File: src/rtl/light_sense_if.sv
// Signal bundle between the light-sensing block and its consumer:
// raw sensor bits and enables in, debounced per-channel state and pulses out.
interface light_sense_if #(
   parameter int CHANNELS = 4
);
   localparam int LC_W = $clog2(CHANNELS + 1);

   logic [CHANNELS-1:0] sensor_input;
   logic [CHANNELS-1:0] ch_enable;
   logic [CHANNELS-1:0] light_detected;
   logic [CHANNELS-1:0] light_rise;
   logic [CHANNELS-1:0] light_fall;
   logic                any_light;
   logic [LC_W-1:0]     light_count;

   modport master (
      output sensor_input, ch_enable,
      input  light_detected, light_rise, light_fall, any_light, light_count
   );

   modport slave (
      input  sensor_input, ch_enable,
      output light_detected, light_rise, light_fall, any_light, light_count
   );
endinterface

File: src/rtl/light_sense.sv
// Multi-channel LDR light detector: per-channel two-flop synchroniser followed by
// a debounce FSM producing a registered light state plus rise/fall pulses.
module light_sense #(
   parameter int CHANNELS        = 4,
   parameter int DEBOUNCE_CYCLES = 1000,
   parameter int INVERT          = 0
) (
   input logic           clk,
   input logic           reset,
   light_sense_if.slave  bus
);

   localparam int CNT_W = $clog2(DEBOUNCE_CYCLES);
   localparam int LC_W  = $clog2(CHANNELS + 1);
   localparam logic [CNT_W-1:0] CNT_LAST = CNT_W'(DEBOUNCE_CYCLES - 1);
   localparam logic [CNT_W-1:0] CNT_ONE  = CNT_W'(1);

   typedef enum logic [1:0] {
      DARK       = 2'd0,
      PEND_LIGHT = 2'd1,
      LIT        = 2'd2,
      PEND_DARK  = 2'd3
   } state_t;

   logic [CHANNELS-1:0] raw;
   logic [CHANNELS-1:0] sync_meta;
   logic [CHANNELS-1:0] sync_s;

   state_t [CHANNELS-1:0]            state;
   logic   [CHANNELS-1:0][CNT_W-1:0] cnt;
   logic   [CHANNELS-1:0]            detected_q;
   logic   [CHANNELS-1:0]            rise_q;
   logic   [CHANNELS-1:0]            fall_q;
   logic   [LC_W-1:0]                count_sum;

   assign raw = (INVERT != 0) ? ~bus.sensor_input : bus.sensor_input;

   // Synchroniser keeps sampling even for disabled channels.
   always_ff @(posedge clk or negedge reset) begin
      if (!reset) begin
         sync_meta <= '0;
         sync_s    <= '0;
      end else begin
         // NOTE: non-blocking here so sync_s takes the old sync_meta; blocking would collapse the two stages.
         sync_meta <= raw;
         sync_s    <= sync_meta;
      end
   end

   always_ff @(posedge clk or negedge reset) begin
      if (!reset) begin
         // NOTE: these per-channel arrays are plain flops, not RAM, so they take the async clear like any register.
         for (int i = 0; i < CHANNELS; i++) begin
            state[i] <= DARK;
            cnt[i]   <= '0;
         end
         detected_q <= '0;
         rise_q     <= '0;
         fall_q     <= '0;
      end else begin
         rise_q <= '0;
         fall_q <= '0;
         for (int i = 0; i < CHANNELS; i++) begin
            if (!bus.ch_enable[i]) begin
               // Disable wins over debouncing; a lit channel reports its drop.
               state[i]      <= DARK;
               cnt[i]        <= '0;
               detected_q[i] <= 1'b0;
               fall_q[i]     <= detected_q[i];
            end else begin
               unique case (state[i])
                  DARK: begin
                     if (sync_s[i]) begin
                        state[i] <= PEND_LIGHT;
                        cnt[i]   <= CNT_ONE;
                     end else begin
                        cnt[i]   <= '0;
                     end
                  end
                  PEND_LIGHT: begin
                     if (!sync_s[i]) begin
                        state[i] <= DARK;
                        cnt[i]   <= '0;
                     end else if (cnt[i] == CNT_LAST) begin
                        state[i]      <= LIT;
                        detected_q[i] <= 1'b1;
                        rise_q[i]     <= 1'b1;
                        cnt[i]        <= '0;
                     end else begin
                        cnt[i]   <= cnt[i] + CNT_ONE;
                     end
                  end
                  LIT: begin
                     if (!sync_s[i]) begin
                        state[i] <= PEND_DARK;
                        cnt[i]   <= CNT_ONE;
                     end else begin
                        cnt[i]   <= '0;
                     end
                  end
                  PEND_DARK: begin
                     if (sync_s[i]) begin
                        state[i] <= LIT;
                        cnt[i]   <= '0;
                     end else if (cnt[i] == CNT_LAST) begin
                        state[i]      <= DARK;
                        detected_q[i] <= 1'b0;
                        fall_q[i]     <= 1'b1;
                        cnt[i]        <= '0;
                     end else begin
                        cnt[i]   <= cnt[i] + CNT_ONE;
                     end
                  end
               endcase
            end
         end
      end
   end

   always_comb begin
      // NOTE: default assigned first so the loop never leaves count_sum unassigned (no latch).
      count_sum = '0;
      for (int i = 0; i < CHANNELS; i++) begin
         count_sum = count_sum + LC_W'(detected_q[i]);
      end
   end

   assign bus.light_detected = detected_q;
   assign bus.light_rise     = rise_q;
   assign bus.light_fall     = fall_q;
   assign bus.any_light      = |detected_q;
   assign bus.light_count    = count_sum;

endmodule

File: src/flat_wrapper.sv
// flat-port wrapper written by rule: the top's interface ports become plain ports
module light_sense_flat 
#(
   parameter int CHANNELS        = 4,
   parameter int DEBOUNCE_CYCLES = 1000,
   parameter int INVERT          = 0
)
  (clk, reset, bus_sensor_input, bus_ch_enable, bus_light_detected, bus_light_rise, bus_light_fall, bus_any_light, bus_light_count);
  light_sense_if #(.CHANNELS(CHANNELS)) bus_i ();
  input logic clk;
  input logic reset;
  input wire logic [$bits(bus_i.sensor_input)-1:0] bus_sensor_input;
  input wire logic [$bits(bus_i.ch_enable)-1:0] bus_ch_enable;
  output wire logic [$bits(bus_i.light_detected)-1:0] bus_light_detected;
  output wire logic [$bits(bus_i.light_rise)-1:0] bus_light_rise;
  output wire logic [$bits(bus_i.light_fall)-1:0] bus_light_fall;
  output wire logic [$bits(bus_i.any_light)-1:0] bus_any_light;
  output wire logic [$bits(bus_i.light_count)-1:0] bus_light_count;
  assign bus_i.sensor_input = bus_sensor_input;
  assign bus_i.ch_enable = bus_ch_enable;
  assign bus_light_detected = bus_i.light_detected;
  assign bus_light_rise = bus_i.light_rise;
  assign bus_light_fall = bus_i.light_fall;
  assign bus_any_light = bus_i.any_light;
  assign bus_light_count = bus_i.light_count;
  light_sense #(.CHANNELS(CHANNELS), .DEBOUNCE_CYCLES(DEBOUNCE_CYCLES), .INVERT(INVERT)) u_core (.clk(clk), .reset(reset), .bus(bus_i));
endmodule
File: config.mk
export PLATFORM = sky130hd
export DESIGN_NAME = light_sense_flat
export DESIGN_NICKNAME = d
export VERILOG_FILES = /design/src/rtl/light_sense_if.sv /design/src/rtl/light_sense.sv /design/src/flat_wrapper.sv
export SDC_FILE = /design/constraint.sdc
export NUM_CORES = 1
export LEC_CHECK = 0
export CORE_MARGIN = 2
export CORE_UTILIZATION = 60
export CTS_BUF_LIST = sky130_fd_sc_hd__clkbuf_8
export DETAILED_ROUTE_END_ITERATION = 10
export HOLD_SLACK_MARGIN = 0.15
export PLACE_DENSITY = 0.82
export SYNTH_ARGS = -nofsm -noshare
export SYNTH_HDL_FRONTEND = slang
export SYNTH_SLANG_ARGS = --single-unit
File: constraint.sdc
create_clock -name clk -period 1.8 [get_ports clk]
set_input_delay 0.36 -clock clk [delete_from_list [all_inputs] [get_ports clk]]
set_output_delay 0.36 -clock clk [all_outputs]
set_load 0.005 [all_outputs]
==> results.sh <==
export IMPL_syn_inst=286
export IMPL_antennaDiodeCount=0
export IMPL_end_kind="primary output"
export IMPL_initial_core_util_pct=61.4
export IMPL_slew_violations=0
export IMPL_fmax_mhz=477
export IMPL_yosysTopAreaCell="dfrtp_1"
export IMPL_worstHoldStart="u_core.sync_meta[2]"
export IMPL_p_sw_w=0.000683
export IMPL_ir_drop_mv=0.830
export IMPL_clockRootBuffer="clkbuf_8"
export IMPL_yosys_cell_count_top_type="dfrtp_1"
export IMPL_cp_max_fo=2
export IMPL_hold_ws_ns=0.349
export IMPL_die_area_mm2=0.00575
export IMPL_drtIter0Drc=123
export IMPL_failed_checks="negative setup slack"
export IMPL_io_pins=26
export IMPL_cp_required_ns=1.44
export IMPL_r2r_end="u_core.bus.light_detected[3]"
export IMPL_period_share_pct=116
export IMPL_dpl_worst_slack_ns=-0.399
export IMPL_num_rows=26
export IMPL_arrival_ns=1.74
export IMPL_finalPower_w=0.00345
export IMPL_gp_congestion=0.877
export IMPL_r2r_start="u_core.cnt[31]"
export IMPL_wl_um=5560
export IMPL_finalCriticalPeriod_ns=2.10
export IMPL_nNetsFinal=352
export IMPL_seq_area_frac_synth_pct=54.9
export IMPL_drtPass1Iterations=4
export IMPL_status="finished, violations left"
export IMPL_placedInstanceArea_mm2=0.00353
export IMPL_worstRegToRegCells=5
export IMPL_seqPwrFrac_pct=45.9
export IMPL_antenna_found_initial=0
export IMPL_holdPathEnd="u_core.sync_s[2]"
export IMPL_internal_power_w=0.00276
export IMPL_synth_avg_cell_area_um2=10.8
export IMPL_synth_top_area_share_pct=54.9
export IMPL_syn_nets=304
export IMPL_hpwl_um=3790
export IMPL_crit_path_max_incr_delay_ns=0.40
export IMPL_ys_flop_type="dfrtp_1"
export IMPL_yosys_top_cells_count="dfrtp_1, nor2_1, nand3_1, xnor2_1, inv_1"
export IMPL_portBuffers=25
export IMPL_layout_drive_gt1_share_pct=14.5
export IMPL_path_class="flip-flop to primary output"
export IMPL_relSlewSlack_pct=71.4
export IMPL_grt_max_degree=69
export IMPL_num_vias=2136
export IMPL_synth_edf_count=0
export IMPL_grt_overflow=0
export IMPL_yosys_warnings=0
export IMPL_grt_util_all_layers_pct=22.4
export IMPL_ys_types=36
export IMPL_syn_to_final_growth_pct=24.4
export IMPL_crit_top_cell="ha_4"
export IMPL_clock_sinks=68
export IMPL_ys_ff_latch=68
export IMPL_die_width_um=75.9
export IMPL_clkTransAtPathRegs_ns=0.07
export IMPL_skew_ns=0.00638
export IMPL_netlist_area_mm2=0.00310
export IMPL_numCtsBuffers=9
export IMPL_die_h_um=75.9
export IMPL_fin_area_mm2=0.00385
export IMPL_synth_async_sr_flop_share_pct=100
export IMPL_combPwrFrac_pct=7.3
export IMPL_worst_slack_ns=-0.295
export IMPL_finalSetupViolCount=3
export IMPL_hold_viol=0
export IMPL_n_fill_cell=343
export IMPL_yosys_top_cells_area="dfrtp_1, nor2_1, xnor2_1"
export IMPL_reg2reg_slack_ns=0.11
export IMPL_h_tree_depth=3
export IMPL_viasPerCell=5.22
export IMPL_rsz0062_at_grt="true"
export IMPL_cp_startpoint="u_core.bus.light_detected[1]"
export IMPL_cp_cell_sequence="inv_2, ha_4, fa_2, ha_4, buf_6"
export IMPL_worstSetupStartpointType="flip-flop"
export IMPL_clock_power_share_pct=46.9
export IMPL_leakage_nw=1.59
export IMPL_cp_slowest_cell="dfrtp_1"
export IMPL_final_antenna_net_count=0
export IMPL_power_switching_share_pct=19.8
export IMPL_insertion_delay_ns=0.34
export IMPL_drc_errors=0
export IMPL_first_global_vias=2142
export IMPL_wl_per_cell_um=13.6
export IMPL_holdPathStages=0
export IMPL_power_density_mw_per_mm2=895
export IMPL_cts_path_max_buffers=2
export IMPL_hold_path_class="flip-flop to flip-flop"
export IMPL_worst_pin_slew_ns=0.429
export IMPL_grt_pass1_wl_um=9380
export IMPL_cts_tree="done"
export IMPL_cap_viol_max_count=0
export IMPL_core_region_area_mm2=0.00504
==> critical path: cells and delay by family, from the launching register on <==
family                   cells  cell delay, ns
adder cells (fa/ha/maj)      3            0.83
flip-flops                   1            0.40
buffers and inverters        2            0.17
==> state kept, by name, indices dropped and copies added, names as in the netlist <==
name                       cells
u_core.bus.light_rise          4
u_core.state                   8
u_core.bus.light_fall          4
u_core.bus.light_detected      4
u_core.cnt                    40
u_core.sync_s                  4
u_core.sync_meta               4
==> through the flow <==
stage	utilization, %	cells	setup TNS (ns)
CTS	76.1	409	-0.836
global route	76.4	409	-0.868
detailed placement	70.0	391	-0.921
floorplan	-	286	0
finish	76.4	409	-0.688
global placement	70.0	391	-0.860
==> power groups by stage <==
stage | logic [W] | clock network [W] | registers, W
floorplan | 0.0000675 | 0 | 0.00161
global placement | 0.000234 | 0 | 0.00161
detailed placement | 0.000239 | 0 | 0.00161
CTS | 0.000246 | 0.00165 | 0.00158
global route | 0.000281 | 0.00172 | 0.00159
finish | 0.000250 | 0.00162 | 0.00158
==> cell type report <==
cell class	instances	area [um2]	area share [%]
Timing Repair Buffer	41	382	9.91
Multi-Input combinational cell	200	1360	35.3
Clock inverter	3	90.1	2.34
Inverter	14	52.6	1.36
Sequential cell	68	1700	44.2
Tap cell	70	87.6	2.27
Clock buffer	13	179	4.64
==> routing by layer <==
metal  share of wire (%)  GRT usage [%]  vias to the layer above
li1                    -              -                     1070
met1                  44           26.7                     1013
met2                  49           37.2                       43
met3                 4.5           7.14                       10
met4                 1.9           10.1                        0
met5                   0              0                        -
==> cell families after synthesis <==
kind of cell | Yosys count | synth area share (%)
compound gates | 22 | 4.44
xor+xnor | 32 | 9.05
fa+ha+maj | 8 | 3.47
buf+inv | 18 | 2.30
flops | 68 | 54.9
mux | 8 | 2.58
simple gates | 130 | 23.2
==> worst max path at each step <==
stage,slack (ns),endpoint,cells after the start
final,-0.30,bus_light_count[1],5
after global routing,-0.36,bus_light_count[1],5
after CTS,-0.35,bus_light_count[1],5
after detailed placement,-0.40,bus_light_count[1],5
after global placement,-0.38,bus_light_count[1],5
after floorplan,0.05,bus_light_count[1],4
==> timing repair <==
action,CTS,global route
resized for setup,21,3
endpoints found under the setup margin,4,12
cloned,0,0
hold endpoints to repair,68,0
pin swaps,2,2
setup buffers,1,0
hold buffers,1,0
==> cell usage in the layout (no fill, tap or decap), types with 8 or more instances in the layout <==
cell type,Yosys,routed
o21ai_0,12,12
xnor2_1,19,19
dfrtp_1,68,68
nand3_1,19,19
clkbuf_8,0,13
inv_1,14,12
nand2_1,10,10
nor2b_1,10,10
nor2_1,50,50
nand4_1,10,10
xor2_1,13,13
clkdlybuf4s50_1,0,19
mux2i_1,8,8
buf_4,0,14
No activity file was read; power rests on OpenSTA's default activity.
